<file path="config.mk">
export PLATFORM = sky130hd
export DESIGN_NAME = fetch_ctrl
export DESIGN_NICKNAME = d
export VERILOG_FILES = /design/src/rtl/fetch_pkg.sv /design/src/rtl/fetch_queue.sv /design/src/rtl/fetch_ctrl.sv
export SDC_FILE = /design/constraint.sdc
export NUM_CORES = 1
export LEC_CHECK = 0
export ABC_CLOCK_PERIOD_IN_PS = 3150
export BUFFER_PORTS_ARGS = -buffer_cell sky130_fd_sc_hd__buf_2
export CORE_ASPECT_RATIO = 0.6
export CORE_UTILIZATION = 40
export CTS_CLUSTER_DIAMETER = 50
export DETAILED_ROUTE_END_ITERATION = 7
export GPL_ROUTABILITY_DRIVEN = 0
export MAX_ROUTING_LAYER = met4
export PLACE_DENSITY = 0.58
export SETUP_SLACK_MARGIN = 0.3
export SLEW_MARGIN = 30
export SYNTH_ARGS = -nofsm -noshare
export SYNTH_HDL_FRONTEND = slang
export SYNTH_SLANG_ARGS = --single-unit
</file>
<file path="constraint.sdc">
create_clock -name clk -period 3.15 [get_ports clk]
set_input_delay 0.63 -clock clk [delete_from_list [all_inputs] [get_ports clk]]
set_output_delay 0.63 -clock clk [all_outputs]
set_load 0.05 [all_outputs]
</file>
<file path="src/rtl/fetch_pkg.sv">
// Shared definitions for the instruction-fetch sequencer: FSM encoding,
// the canonical NOP word and a PC-width helper.
package fetch_pkg;

  typedef enum logic [1:0] {
    ST_BOOT = 2'd0,
    ST_RUN  = 2'd1,
    ST_HALT = 2'd2
  } state_e;

  // addi x0, x0, 0
  localparam logic [31:0] NOP = 32'h00000013;

  // Byte PC width for a given ROM word-address width.
  function automatic int pc_width(input int addr_w);
    return addr_w + 2;
  endfunction

endpackage

</file>
<file path="src/rtl/fetch_queue.sv">
// Two-entry FIFO of {pc, instr}. Slot 0 is always the head, so the head
// fields come straight from flops and hold still while nothing pops.
// flush wins over push and pop; a pop on an empty queue is ignored.
module fetch_queue #(
  parameter int DW = 32,
  parameter int PW = 10
) (
  input  logic          clk,
  input  logic          rst_n,
  input  logic          push_i,
  input  logic [PW-1:0] push_pc_i,
  input  logic [DW-1:0] push_instr_i,
  input  logic          pop_i,
  input  logic          flush_i,
  output logic [PW-1:0] head_pc_o,
  output logic [DW-1:0] head_instr_o,
  output logic [1:0]    count_o,
  output logic          full_o,
  output logic          empty_o
);

  logic [PW-1:0] pc_q    [2];
  logic [PW-1:0] pc_d    [2];
  logic [DW-1:0] instr_q [2];
  logic [DW-1:0] instr_d [2];
  logic [1:0]    count_q;
  logic [1:0]    count_d;
  logic          do_pop;

  // Next-state of slots and occupancy; head stays in slot 0.
  always_comb begin
    pc_d    = pc_q;
    instr_d = instr_q;
    count_d = count_q;
    do_pop  = pop_i && (count_q != 2'd0);
    if (flush_i) begin
      count_d = 2'd0;
    end else begin
      case ({push_i, do_pop})
        2'b11: begin
          if (count_q == 2'd1) begin
            pc_d[0]    = push_pc_i;
            instr_d[0] = push_instr_i;
          end else begin
            pc_d[0]    = pc_q[1];
            instr_d[0] = instr_q[1];
            pc_d[1]    = push_pc_i;
            instr_d[1] = push_instr_i;
          end
        end
        2'b10: begin
          pc_d[count_q[0]]    = push_pc_i;
          instr_d[count_q[0]] = push_instr_i;
          count_d             = count_q + 2'd1;
        end
        2'b01: begin
          pc_d[0]    = pc_q[1];
          instr_d[0] = instr_q[1];
          count_d    = count_q - 2'd1;
        end
        default: ;
      endcase
    end
  end

  // Slot and occupancy registers.
  always_ff @(posedge clk or negedge rst_n) begin
    if (!rst_n) begin
      pc_q[0]    <= '0;
      pc_q[1]    <= '0;
      instr_q[0] <= '0;
      instr_q[1] <= '0;
      count_q    <= 2'd0;
    end else begin
      pc_q    <= pc_d;
      instr_q <= instr_d;
      count_q <= count_d;
    end
  end

  assign head_pc_o    = pc_q[0];
  assign head_instr_o = instr_q[0];
  assign count_o      = count_q;
  assign full_o       = (count_q == 2'd2);
  assign empty_o      = (count_q == 2'd0);

endmodule

</file>
<file path="src/rtl/fetch_ctrl.sv">
// Instruction-fetch sequencer: owns the PC, addresses the combinational
// text ROM and buffers {pc, instr} in a 2-entry queue for IF/ID.
// Handshake: the head transfers on a cycle where ifid_valid && ifid_ready;
// while ifid_valid && !ifid_ready the ifid_* outputs hold unchanged.
// Optional build macro FETCH_ZERO_HALT_EN: a zero fetched word halts
// fetching and only a redirect leaves HALT.
module fetch_ctrl
  import fetch_pkg::*;
#(
  parameter int                    DATA_WIDTH = 32,
  parameter int                    ADDR_WIDTH = 8,
  parameter logic [ADDR_WIDTH+1:0] RESET_PC   = '0
) (
  input  logic                  clk,
  input  logic                  rst_n,
  output logic [ADDR_WIDTH-1:0] imem_addr,
  input  logic [DATA_WIDTH-1:0] imem_data,
  input  logic                  redirect_valid,
  input  logic [ADDR_WIDTH+1:0] redirect_pc,
  input  logic                  halt_req,
  output logic                  ifid_valid,
  input  logic                  ifid_ready,
  output logic [DATA_WIDTH-1:0] ifid_instr,
  output logic [ADDR_WIDTH+1:0] ifid_pc,
  output logic                  halted,
  output logic [1:0]            dbg_state
);

  localparam int            PW       = pc_width(ADDR_WIDTH);
  localparam logic [PW-1:0] PC_STEP  = PW'(4);
  localparam logic [PW-1:0] PC_RESET = {RESET_PC[PW-1:2], 2'b00};

  state_e        state_q;
  state_e        state_d;
  logic [PW-1:0] pc_q;
  logic [PW-1:0] pc_d;

  logic          q_full;
  logic          q_empty;
  logic [1:0]    q_count_unused;
  logic [1:0]    unused_redirect_lsb;
  logic          pop;
  logic          space;
  logic          redir;
  logic          fetch_ok;
  logic          push;
  logic          zero_stop;

  assign unused_redirect_lsb = redirect_pc[1:0];

  assign ifid_valid = !q_empty;
  assign pop        = ifid_valid && ifid_ready;
  assign space      = !q_full || pop;
  assign redir      = redirect_valid && (state_q != ST_BOOT);
  assign fetch_ok   = (state_q == ST_RUN) && !redirect_valid && space;

`ifdef FETCH_ZERO_HALT_EN
  assign zero_stop = fetch_ok && (imem_data == '0);
`else
  assign zero_stop = 1'b0;
`endif
  assign push = fetch_ok && !zero_stop;

  // Next state and next PC; redirect has priority over sequential fetch.
  always_comb begin
    state_d = state_q;
    pc_d    = pc_q;
    if (redir) begin
      pc_d = {redirect_pc[PW-1:2], 2'b00};
    end else if (push) begin
      pc_d = pc_q + PC_STEP;
    end
    case (state_q)
      ST_BOOT: state_d = ST_RUN;
      ST_RUN: begin
        if (halt_req || zero_stop) begin
          state_d = ST_HALT;
        end
      end
      ST_HALT: begin
`ifdef FETCH_ZERO_HALT_EN
        if (redirect_valid) begin
          state_d = ST_RUN;
        end
`else
        if (!halt_req || redirect_valid) begin
          state_d = ST_RUN;
        end
`endif
      end
      default: state_d = ST_BOOT;
    endcase
  end

  // FSM state and PC registers.
  always_ff @(posedge clk or negedge rst_n) begin
    if (!rst_n) begin
      state_q <= ST_BOOT;
      pc_q    <= PC_RESET;
    end else begin
      state_q <= state_d;
      pc_q    <= pc_d;
    end
  end

  fetch_queue #(
    .DW (DATA_WIDTH),
    .PW (PW)
  ) u_queue (
    .clk          (clk),
    .rst_n        (rst_n),
    .push_i       (push),
    .push_pc_i    (pc_q),
    .push_instr_i (imem_data),
    .pop_i        (pop),
    .flush_i      (redir),
    .head_pc_o    (ifid_pc),
    .head_instr_o (ifid_instr),
    .count_o      (q_count_unused),
    .full_o       (q_full),
    .empty_o      (q_empty)
  );

  assign imem_addr = pc_q[PW-1:2];
  assign halted    = (state_q == ST_HALT);
  assign dbg_state = state_q;

endmodule

</file>
Word level (Yosys, flattened, before mapping)
Index checks and enable logic that the tools add are counted.
W data, S select, Z words.
Storage, ports and cells
  word-level logic and storage cells: 68
  input port bits: 47
  bits in registers: 98
Operators by class
  mux-type cells: 21
  equality and inequality tests: 10
  add/subtract/negate cells: 3
  reductions and logical operators: 23
  $lt $le $gt $ge: 2
  bitwise logic cells: 2
Operators with widths (number)
  $mux W32: 3
  $pmux W32 S3: 1
  $bwmux W64: 1
  $pmux W32 S2: 1
  $mux W10: 5
  $demux W32 S1: 1
  $pmux W10 S3: 1
  $bwmux W20: 1
  $pmux W10 S2: 1
  $add A10 B3 Y10 const B: 1
  $demux W10 S1: 1
  $eq A2 B2 Y1 const B: 4
  $reduce_bool A2 Y1: 4
  $eq A2 B1 Y1 const B: 3
  $logic_and A1 B1 Y1: 6
  $mux W2: 3
  $pmux W2 S3: 1
  $reduce_bool A3 Y1: 2
  $logic_not A1 Y1: 4
  $logic_not A2 Y1: 2
  $ne A2 B2 Y1 const B: 2
  $pmux W2 S2: 1
  $reduce_and A2 Y1: 2
  $reduce_and A3 Y1: 1
  8 further kinds: 9

Longest topological paths before layout
Gate-level depths: netlist of run 1.
  word-level depth: 8
  gate-level depth with buffers: 12
  mapped depth without buffers: 10

Cells and area by module
A second synthesis of run 1 with hierarchy kept.
Unflattened totals
  cell total of the unflattened synthesis: 597
  area, all modules: 6018.3 µm²
By module, submodules not included
  fetch_queue: seq. area each 2152.1 µm², cells each 531, times used 1, area each 5360.1 µm²
  fetch_ctrl: seq. area each 250.2 µm², cells each 66, times used 1, area each 658.1 µm²

Worst setup path before layout of run 1
OpenSTA, ideal clock, no wires.
  path kind: register -> register
  start: reg state_q[0] (netlist: dbg_state[0])
  end: reg u_queue.instr_q[0] in the netlist's numbering
  path buffers: 2
  cell stages (with the launch flop): 11
  data arrival time: 2769 ps
  path slack: 257 ps
  period minus slack after synthesis: 2893 ps
  cells stage by stage: dfrtp_1 > or3b_1 > a21o_4 > clkinv_1 > ha_1 > nor2b_1 > buf_2 > a21oi_1 > o211ai_1 > buf_2 > mux2_2
On the way
  longest elaborated chain between the ends: 6
Ends and longest elaborated chain
  from (decl): line fetch_ctrl.sv:33  | state_e state_q;
  from (signal assigned): line fetch_ctrl.sv:101  | state_q <= state_d;
  $eq A2 B1 Y1: line fetch_ctrl.sv:55  | assign fetch_ok = (state_q == ST_RUN) && !redirect_valid && space;
  $logic_and A1 B1 Y1 (2 in series): line fetch_ctrl.sv:55
  $eq A2 B2 Y1: line fetch_queue.sv:39  | case ({push_i, do_pop})
  $ne A2 B2 Y1 (no line) / $reduce_bool A2 Y1 (equally long branches)
  $reduce_and A3 Y1 (no line)
  to (signal assigned): line fetch_queue.sv:76  | instr_q <= instr_d;
  to (decl): line fetch_queue.sv:24  | logic [DW-1:0] instr_q [2];
Parallel ways exist; a longest one is shown, timed or not.
A chain may end at the register's enable or synchronous reset.

Worst setup path in the final report of run 1
  start: reg u_queue.count_q[0] (netlist: u_queue.count_o[0])
  end: reg u_queue.instr_q[30] in the netlist's numbering
On the way
  longest elaborated chain between the ends: 8
Ends and longest elaborated chain
  from (decl): line fetch_queue.sv:26  | logic [1:0] count_q;
  from (signal assigned): line fetch_queue.sv:77  | count_q <= count_d;
  branches (longest 8 deep; another with $ge A2 B2 Y1)
Parallel ways; which one is timed is not known.

==> results of run 1 <==
==> stage by stage <==
step	setup WS [ns]	hold WS (ns)	power, W	TNS [ns]
floorplan	0.326	0.334	0.00494	0
global placement	-0.0519	0.464	0.00541	-0.551
detailed placement	-0.0992	0.465	0.00551	-1.26
CTS	0.321	0.296	0.00668	0
global route	0.317	0.303	0.00718	0
finish	0.469	0.264	0.00677	0
==> final timing paths <==
check	from	endpoint	slack [ns]	cells past startpoint
max	u_queue.count_o[0]$_DFFE_PN0P_	u_queue.instr_q[30]$_DFFE_PN0P_	0.47	13
min	rst_n	u_queue.head_instr_o[2]$_DFFE_PN0P_	0.26	1
max reg2reg	u_queue.count_o[0]$_DFFE_PN0P_	u_queue.instr_q[30]$_DFFE_PN0P_	0.47	13
min reg2reg	u_queue.head_pc_o[0]$_DFFE_PN0P_	u_queue.head_pc_o[0]$_DFFE_PN0P_	0.48	1
max in group asynchronous	rst_n	u_queue.instr_q[24]$_DFFE_PN0P_	2.09	2
min in group clk	halt_req	dbg_state[0]$_DFFE_PN0P_	0.48	2
==> final cells by class <==
type	count	area [µm²]	share of cell area (%)
flip-flops and latches	94	2350	42.1
multi-input cells	228	1930	34.5
repair buffers	126	793	14.2
clock buffers	9	225	4.03
well taps	160	200	3.58
clock inverters	7	67.6	1.21
inverters	6	22.5	0.403
==> kinds of logic after synthesis <==
kind of cell,after synthesis
buffers and inverters,79
muxes,57
adders and majority gates,8
and+or+nand+nor,39
AOI/OAI and AO/OA,120
DFF,94
xor gates and xnor gates,3
==> power groups by stage <==
| stage | Clock [W] | Sequential (W) | Combinational [W] |
|---|---|---|---|
| 6_report | 0.00107 | 0.00216 | 0.00355 |
| 5_1_grt | 0.00114 | 0.00223 | 0.00381 |
| 4_1_cts | 0.00109 | 0.00216 | 0.00343 |
| 3_5_place_dp | 0 | 0.00217 | 0.00333 |
| 3_3_place_gp | 0 | 0.00213 | 0.00328 |
| 2_1_floorplan | 0 | 0.00219 | 0.00275 |
==> repair_timing <==
action,in CTS,in global routing
buffers inserted,2,6
cloned,2,2
pin swaps,1,1
resized for setup,5,11
endpoints found under the setup margin,62,77
==> flip-flops by register name (all words and copies together) (netlist names) <==
name and flops:
dbg_state 2, pc_q 8, u_queue.count_o 2, u_queue.head_instr_o 32, u_queue.head_pc_o 10, u_queue.instr_q 32, u_queue.pc_q 8
==> metal layers <==
| metal | routed length [µm] | global-route usage (%) | part of all wire, % | vias to the layer above |
|---|---|---|---|---|
| met3 | 699 | 6.03 | 6.1 | 7 |
| met4 | 34 | 3.42 | 0.30 | 0 |
| li1 | - | - | - | 1594 |
| met2 | 5010 | 28.8 | 44 | 104 |
| met5 | 0 | - | 0 | - |
| met1 | 5740 | 28.3 | 50 | 1728 |
==> critical path, delay by kind of cell, from the launching register on <==
kind / cells / cell delay, ns
AO/OA/AOI/OAI: 3 / 0.45
flip-flops: 1 / 0.42
buffers and inverters: 5 / 0.72
multiplexers: 1 / 0.33
adder cells (fa/ha/maj): 2 / 0.36
AND/OR/NAND/NOR: 2 / 0.29
==> layout by cell type, fill, tap and decap left out, types with 2 or more instances in the layout <==
cell	instances
buf_2	97
dfrtp_1	93
mux2_2	40
a22oi_1	24
o2bb2ai_1	24
buf_4	23
a21oi_1	19
mux2i_1	16
a221oi_1	16
a22o_1	16
clkbuf_16	12
nor2_1	9
nand2_1	8
ha_1	6
a211oi_1	5
inv_1	4
o21a_1	3
nor2b_1	3
xnor2_1	3
nand3_1	3
buf_12	3
inv_2	2
o21ai_0	2
o211ai_1	2
and2_1	2
nand4_1	2
or4_1	2
a31oi_1	2
mux2_4	2
ha_2	2
clkinv_4	2
inv_6	2
==> summary.md, run 1 <==
| Metric | Value |
|---|---|
| Yosys warning count | 0 |
| Class of the worst hold path | in2async |
| PortBufs | 98 |
| Die ar. | 12200 µm² |
| Final Hold Fails | 0 |
| Adder-Cell Fraction of Synth Area | 2.14% |
| Pleak | 2.56 nW |
| Fillers | 1032 |
| Max-cap viol count | 0 |
| Worst-Margin Slew | 0.580 ns |
| Power per cell area | 1210 nW/µm² |
| First-pass GRT wire length | 17900 µm |
| CTS Buf Count | 9 |
| Delay of the slowest critical-path stage | 0.42 ns |
| Avg WL per Cell | 18.2 µm |
| ANT nets after route | 0 |
| CTS sink count | 94 |
| Max frequency | 373 MHz |
| Layout cells sized above 1 | 41.7% |
| Int Power | 0.00367 W |
| Clock power share | 15.8% |
| Status | finished, final reports clean |
| Initial antenna violation count | 0 |
| Sequential power share | 31.8% |
| Critical Path Start Type | flip-flop |
| Max IR drop VDD | 0.427 mV |
| Total global-route track usage | 20.1% |
| Worst EP arrival | 2.91 ns |
| Comb pwr share | 52.4% |
| Synth top area share | 50.2% |
| Synth cell types | 41 |
| Root Driver | clkbuf_16 |
| Top cells by area, synth | dfrtp_1, mux2_2, buf_4 |
| Worst Setup End Kind | flip-flop |
| Inserted Diodes | 0 |
| Post-synthesis mux area share | 13.3% |
| Worst EP required | 3.38 ns |
| Residual DRC count | 0 |
| Drt first pass iters | 4 |
| TritonCTS clock tree | done |
| H-tree levels | 3 |
| RSZ-0062 raised after global routing | no |
| Synth cell count leaders | dfrtp_1, buf_4, mux2_2 |
| Clk_lat worst skew | 0.35 ns |
| Relative slew slack | 61.3% |
| Sw power | 0.00310 W |
| Largest net degree at the start of global routing | 44 |
| Worst path slowest cell | dfrtp_1 |
| Nets | 520 |
| Synth Area in XOR/XNOR | 0.560% |
| Synth Area in Compound Gates | 19.7% |
| Post-synth top flop | dfrtp_1 |
| Die Span Y | 85.9 µm |
| Core Region | 11400 µm² |
| CTS max path bufs | 2 |
| Simple-gate share of the synthesized area | 4.30% |
| Worst-path clk slew | 0.08 ns |
| Switching share of power | 45.8% |
| Post-CTS Hold Buffers | 0 |
| Part of the cycle the worst path needs | 85.1% |
| Total gr overflow | 0 |
| Starting Density | 41.2% |
| Mapped Cells | 400 |
| First DRT Iteration DRCs | 149 |
| Max-slew violation count | 0 |
| Boundary Pins | 101 |
| # setup viols final | 0 |
| Max Clock Skew | 0.00772 ns |
| Synth area leader | dfrtp_1 |
| Rows | 30 |
| # placed instances | 602 |
| Util after Layout | 49.2% |
| Vias in the first global route | 3333 |
| Routed vias | 3433 |
| Post-DP HPWL | 7210 µm |
| Fraction of registers with async set/reset | 100% |
| Seq/Total Area, Yosys | 50.2% |
| Non-filler cells, final | 630 |
| Syn Nets | 455 |
| Worst-path maximum fanout | 7 |
| Syn Area/Cell | 11.7 µm² |
| Post-route cell area | 5590 µm² |
| Die X | 142 µm |
| Register bit count reported by yosys | 94 |
| Count leader, synth | dfrtp_1 |
| Critical path class | reg2reg |
| Cell Area, Synth | 4690 µm² |
| Largest family of logic cells by synthesized area | compound AO/OA/AOI/OAI gates |
| Area growth syn-to-layout | 19.3% |
| Vias per cell | 5.45 |
| Cell Area, Placed | 5100 µm² |
| Total wire length | 11500 µm |
| Final min period | 2.68 ns |
| Number of flops mapped to enable cells by yosys | 0 |
| Crit-path cells | inv_2, ha_2, nand2b_4, a21o_4, buf_4, inv_2, ha_2, nor2b_4, a21oi_1, o211ai_1, buf_4, clkbuf_16, mux2_2 |
Power figures use the tool's default switching activity.
==> run 2, diff against run 1 <==
CELL_PAD_IN_SITES_DETAIL_PLACEMENT = 0   (was not set)
CELL_PAD_IN_SITES_GLOBAL_PLACEMENT = 1   (was not set)
PLACE_DENSITY = 0.71   (was 0.58)
==> run 2 against run 1 <==
Sequential cell count unchanged. Via count decreased by 2.7%. Final area decreased by 3.2%. Maximum frequency decreased by 2.3%. Sequential share of layout area increased by 1.4 points. Register-to-register slack got worse by 0.06 ns. Global-route usage decreased by 1.4 points. Setup slack got worse by 0.064 ns. Non-clock buffer count decreased by 10. Combinational power decreased by 6.2%. Power decreased by 3.8%.
==> summary.md, run 2 (synthesis gave the netlist of run 1 again) <==
| Metric | Value |
|---|---|
| Root Driver | clkbuf_16 (unchanged) |
| Commonest non-fill, non-tap cell in the layout | buf_2 (unchanged) |
| Worst-path maximum fanout | 32 (was 7) |
| # setup viols final | 0 (unchanged) |
| TritonCTS clock tree | done (unchanged) |
| Sw power | 0.00298 W (was 0.00310 W) |
| Worst-Margin Slew | 0.647 ns (was 0.580 ns) |
| Setup TNS | 0 ns (unchanged) |
| Max-slew violation count | 0 (unchanged) |
| Critical path class | reg2reg (unchanged) |
| Starting Density | 41.2% (unchanged) |
| Total wire length | 10600 µm (was 11500 µm) |
| Drt first pass iters | 4 (unchanged) |
| Power per cell area | 1200 nW/µm² (was 1210 nW/µm²) |
| CTS Buf Count | 9 (unchanged) |
| Total global-route track usage | 18.7% (was 20.1%) |
| Total gr overflow | 0 (unchanged) |
| H-tree levels | 3 (unchanged) |
| Worst EP arrival | 2.97 ns (was 2.91 ns) |
| Class of the worst hold path | in2async (unchanged) |
| Delay of the slowest critical-path stage | 0.39 ns (was 0.42 ns) |
| Layout cells sized above 1 | 38.8% (was 41.7%) |
| DP Worst Slack | 0.159 ns (was -0.0992 ns) |
| Int Power | 0.00354 W (was 0.00367 W) |
| Final Hold Fails | 0 (unchanged) |
| Initial antenna violation count | 1 (was 0) |
| Nets | 509 (was 520) |
| Worst hold slack | 0.296 ns (was 0.264 ns) |
| First DRT Iteration DRCs | 142 (was 149) |
| Max Clock Skew | 0.00532 ns (was 0.00772 ns) |
| Comb pwr share | 51.1% (was 52.4%) |
| Pleak | 2.46 nW (was 2.56 nW) |
| Worst Setup End Kind | flip-flop (unchanged) |
| Max IR drop VDD | 0.549 mV (was 0.427 mV) |
| First-pass GRT wire length | 17000 µm (was 17900 µm) |
| Switching share of power | 45.7% (was 45.8%) |
| Residual DRC count | 0 (unchanged) |
| Worst EP required | 3.37 ns (was 3.38 ns) |
| Cell mode on critical path | ha_1 |
| CTS sink count | 94 (unchanged) |
| Post-DP HPWL | 7030 µm (was 7210 µm) |
| Die Span Y | 85.9 µm (unchanged) |
| Routed vias | 3342 (was 3433) |
| Final min period | 2.74 ns (was 2.68 ns) |
| Avg WL per Cell | 17.1 µm (was 18.2 µm) |
| Most frequent cells in the layout | buf_2, dfrtp_1, mux2_2 (unchanged) |
| Area growth syn-to-layout | 15.4% (was 19.3%) |
| Part of the cycle the worst path needs | 87.1% (was 85.1%) |
| Clk_lat worst skew | 0.34 ns (was 0.35 ns) |
| Die ar. | 12200 µm² (unchanged) |
| Vias in the first global route | 3202 (was 3333) |
| RSZ-0062 raised after global routing | no (unchanged) |
| Util after Layout | 47.6% (was 49.2%) |
| Sequential power share | 33.1% (was 31.8%) |
| Die X | 142 µm (unchanged) |
| ANT nets after route | 0 (unchanged) |
| Vias per cell | 5.39 (was 5.45) |
| Max-cap viol count | 0 (unchanged) |
| Rows | 30 (unchanged) |
| Worst path slowest cell | dfrtp_1 (unchanged) |
| Non-filler cells, final | 620 (was 630) |
| Final WS setup | 0.406 ns (was 0.469 ns) |
| Clock power share | 15.8% (about the same) |
| Status | finished, final reports clean (unchanged) |
| Worst-path clk slew | 0.07 ns (was 0.08 ns) |
| Max frequency | 364 MHz (was 373 MHz) |
| Relative slew slack | 56.9% (was 61.3%) |
| CTS max path bufs | 2 (unchanged) |
| # placed instances | 602 (unchanged) |
| Crit-path cells | inv_1, ha_1, nand2b_2, a21o_4, clkinv_1, ha_1, nor2b_1, a21oi_1, o211ai_1, buf_4, buf_12, mux2_2 (was inv_2, ha_2, nand2b_4, a21o_4, buf_4, inv_2, ha_2, nor2b_4, a21oi_1, o211ai_1, buf_4, clkbuf_16, mux2_2) |
| Boundary Pins | 101 (unchanged) |
| Core Region | 11400 µm² (unchanged) |
| Critical Path Start Type | flip-flop (unchanged) |
| Largest net degree at the start of global routing | 71 (was 44) |
| PortBufs | 98 (unchanged) |
## run 2: cell types whose count changed in the layout (fill, tap and decap cells not counted), moves of 2 or more
cell        change
clkbuf_16       -3
clkinvlp_4      +2
inv_2           -2
clkinv_4        -2
ha_1            +2
buf_4           -8
ha_2            -2
## run 2: critical path: cells and delay by family (launching register included)
family / cells / cell delay, ns
AO/OA/AOI/OAI: 3 / 0.46
AND/OR/NAND/NOR: 2 / 0.49
buffers and inverters: 4 / 0.50
multiplexers: 1 / 0.36
adder cells (fa/ha/maj): 2 / 0.38
flip-flops: 1 / 0.39
## run 2: through the flow
step	power [W]	cell area, µm²
floorplan	0.00494	4690
global placement	0.00541	5110
detailed placement	0.00551	5110
CTS	0.00655	5390
global route	0.00691	5410
finish	0.00651	5410
## run 2: timing repair
item,4_1_cts,5_1_grt
setup buffers,0,1
hold buffers,0,0
resized for setup,0,2
setup endpoints to repair,0,64
## run 2: path summary, 6_finish.rpt
check | startpoint | end | slack, ns | cells past startpoint
max | u_queue.count_o[0]$_DFFE_PN0P_ | u_queue.instr_q[21]$_DFFE_PN0P_ | 0.41 | 12
min reg2reg | u_queue.head_pc_o[1]$_DFFE_PN0P_ | u_queue.head_pc_o[1]$_DFFE_PN0P_ | 0.48 | 1
max reg2reg | u_queue.count_o[0]$_DFFE_PN0P_ | u_queue.instr_q[21]$_DFFE_PN0P_ | 0.41 | 12
min in group clk | u_queue.head_pc_o[1]$_DFFE_PN0P_ | u_queue.head_pc_o[1]$_DFFE_PN0P_ | 0.48 | 1
max in group asynchronous | rst_n | pc_q[9]$_DFFE_PN0P_ | 2.18 | 2
min | rst_n | u_queue.head_instr_o[16]$_DFFE_PN0P_ | 0.30 | 1
## run 2: cell type report
class	count	area [µm²]
antenna	1	2.50
clock buffer	11	243
clock inverter	5	33.8
fill	1074	5960
inverter	6	22.5
multi-input combinational	227	1890
sequential	94	2350
tap	160	200
timing repair buffer	116	669
## run 2: layer usage
metal	GRT usage (%)	up-vias	wire length, µm
met5	-	-	0
met4	4.40	0	87
met3	4.13	8	459
met2	27.0	73	4540
met1	26.7	1696	5540
li1	-	1565	-
## run 2: power by group through the flow
stage | Sequential [W] | Clock (W) | Combinational [W]
detailed placement | 0.00217 | 0 | 0.00334
floorplan | 0.00219 | 0 | 0.00275
global placement | 0.00214 | 0 | 0.00328
CTS | 0.00215 | 0.00106 | 0.00334
finish | 0.00216 | 0.00103 | 0.00333
global route | 0.00223 | 0.00111 | 0.00357
==> run 3, diff against run 2 <==
CORE_MARGIN = 4   (was not set)
MAX_ROUTING_LAYER = not set   (was met4)
==> run 3 against run 2 <==
Sequential power hardly changed. Sequential cell count stayed put. Final area is 0.81% higher. Wire length is 7.6% higher.
==> summary.md, run 3 (synthesis gave the netlist of run 1 again) <==
| Metric | Value |
|---|---|
| First DRT Iteration DRCs | 133 (was 142) |
| Worst-Margin Slew | 0.770 ns (was 0.647 ns) |
| Switching share of power | 46.3% (was 45.7%) |
| Inserted Diodes | 0 (was 1) |
| Worst-path clk slew | 0.07 ns (about the same) |
| CTS max path bufs | 2 (unchanged) |
| Status | finished, final reports clean (unchanged) |
| Relative slew slack | 48.7% (was 56.9%) |
| DP Worst Slack | 0.128 ns (was 0.159 ns) |
| CTS sink count | 94 (unchanged) |
| Rows | 30 (unchanged) |
| Core Region | 11400 µm² (unchanged) |
| Total power | 0.00659 W (was 0.00651 W) |
| Layout cells sized above 1 | 39.6% (was 38.8%) |
| Area growth syn-to-layout | 16.4% (was 15.4%) |
| Total global-route track usage | 16.5% (was 18.7%) |
| Vias in the first global route | 3478 (was 3202) |
| Max-cap viol count | 0 (unchanged) |
| Int Power | 0.00354 W (about the same) |
| Clock power share | 15.4% (was 15.8%) |
| Max-slew violation count | 0 (unchanged) |
| Total wire length | 11400 µm (was 10600 µm) |
| H-tree levels | 3 (unchanged) |
| Die ar. | 13600 µm² (was 12200 µm²) |
| Commonest non-fill, non-tap cell in the layout | buf_2 (unchanged) |
| Crit-path cells | inv_1, ha_1, nand2b_2, a21o_4, clkinv_1, ha_2, nor2b_2, a21oi_1, o211ai_1, buf_4, buf_8, mux2_2 (was inv_1, ha_1, nand2b_2, a21o_4, clkinv_1, ha_1, nor2b_1, a21oi_1, o211ai_1, buf_4, buf_12, mux2_2) |
| Part of the cycle the worst path needs | 85.4% (was 87.1%) |
| # placed instances | 599 (was 602) |
| Worst-path maximum fanout | 14 (was 32) |
| Initial antenna violation count | 0 (was 1) |
| RSZ-0062 raised after global routing | no (unchanged) |
| Nets | 510 (was 509) |
| First-pass GRT wire length | 17900 µm (was 17000 µm) |
| Sequential power share | 32.6% (was 33.1%) |
| Max Clock Skew | 0.0102 ns (was 0.00532 ns) |
| Residual DRC count | 0 (unchanged) |
| Worst path slowest cell | dfrtp_1 (unchanged) |
| CTS Buf Count | 9 (unchanged) |
| TritonCTS clock tree | done (unchanged) |
| Die X | 148 µm (was 142 µm) |
| # setup viols final | 0 (unchanged) |
| Boundary Pins | 101 (unchanged) |
| Avg WL per Cell | 18.4 µm (was 17.1 µm) |
| Pleak | 2.46 nW (about the same) |
| Largest net degree at the start of global routing | 58 (was 71) |
| Non-filler cells, final | 620 (unchanged) |
| Die Span Y | 91.9 µm (was 85.9 µm) |
| ANT nets after route | 0 (unchanged) |
| Power per cell area | 1210 nW/µm² (was 1200 nW/µm²) |
| Delay of the slowest critical-path stage | 0.34 ns (was 0.39 ns) |
| Worst EP arrival | 2.90 ns (was 2.97 ns) |
| Sw power | 0.00305 W (was 0.00298 W) |
| Drt first pass iters | 4 (unchanged) |
| Post-DP HPWL | 7280 µm (was 7030 µm) |
| Max frequency | 372 MHz (was 364 MHz) |
| Max IR drop VDD | 0.544 mV (was 0.549 mV) |
| PortBufs | 98 (unchanged) |
| Final Hold Fails | 0 (unchanged) |
| Worst hold slack | 0.362 ns (was 0.296 ns) |
| Comb pwr share | 51.9% (was 51.1%) |
| Starting Density | 41.2% (unchanged) |
| Final min period | 2.69 ns (was 2.74 ns) |
| Routed vias | 3383 (was 3342) |
| Class of the worst hold path | in2async (unchanged) |
| Critical Path Start Type | flip-flop (unchanged) |
| Total gr overflow | 0 (unchanged) |
| Worst EP required | 3.37 ns (about the same) |
| Vias per cell | 5.46 (was 5.39) |
| Most frequent cells in the layout | buf_2, dfrtp_1, mux2_2 (unchanged) |
| Critical path class | reg2reg (unchanged) |
| Root Driver | clkbuf_16 (unchanged) |
| Clk_lat worst skew | 0.34 ns (about the same) |
| Worst Setup End Kind | flip-flop (unchanged) |
| Final WS setup | 0.460 ns (was 0.406 ns) |
| Util after Layout | 48.0% (was 47.6%) |
## run 3: final timing paths
kind | start | end | slack [ns] | cells after the start
min reg2reg | u_queue.head_pc_o[1]$_DFFE_PN0P_ | u_queue.head_pc_o[1]$_DFFE_PN0P_ | 0.48 | 1
max reg2reg | u_queue.count_o[0]$_DFFE_PN0P_ | u_queue.pc_q[8]$_DFFE_PN0P_ | 0.46 | 12
min in group clk | halt_req | dbg_state[0]$_DFFE_PN0P_ | 0.48 | 2
max | u_queue.count_o[0]$_DFFE_PN0P_ | u_queue.pc_q[8]$_DFFE_PN0P_ | 0.46 | 12
min | rst_n | u_queue.head_instr_o[15]$_DFFE_PN0P_ | 0.36 | 1
max in group asynchronous | rst_n | dbg_state[0]$_DFFE_PN0P_ | 2.07 | 2
## run 3: power by group through the flow
stage	clock [W]	sequential, W	combinational (W)
after floorplan	0	0.00219	0.00275
after global placement	0	0.00213	0.00326
after detailed placement	0	0.00216	0.00334
after CTS	0.00104	0.00215	0.00335
after global routing	0.00109	0.00222	0.00369
final	0.00101	0.00215	0.00342
## run 3: final cells by class
type                       instances  area, µm²
fill                            1063       5920
clock buffer                      10        229
multi-input combinational        228       1920
sequential                        94       2350
inverter                           6       22.5
tap                              160        200
timing repair buffer             116        682
clock inverter                     6       45.0
## run 3: layer usage
layer / track usage [%] / wire (µm)
met5: 0 / 0
met4: 3.72 / 79
met3: 4.05 / 555
met2: 25.3 / 5100
met1: 23.9 / 5690
## run 3: what timing repair did
item | CTS | global route
hold buffers | 0 | 0
cloned | 0 | 2
buffers inserted | 0 | 3
pin swaps | 0 | 1
gates resized for setup | 1 | 10
setup endpoints to repair | 1 | 76
## run 3: through the flow
stage	area (µm²)	setup TNS [ns]
5_1_grt	5460	0
6_report	5460	0
2_1_floorplan	4690	0
4_1_cts	5380	0
3_5_place_dp	5100	0
3_3_place_gp	5090	-2.08
## run 3: worst max-delay path: cells and delay by family (launching register included)
kind                       cells  cell delay (ns)
and+or+nand+nor                2             0.46
DFF                            1             0.34
muxes                          1             0.34
adders and majority gates      2             0.44
buffers and inverters          4             0.49
AOI/OAI and AO/OA              3             0.48
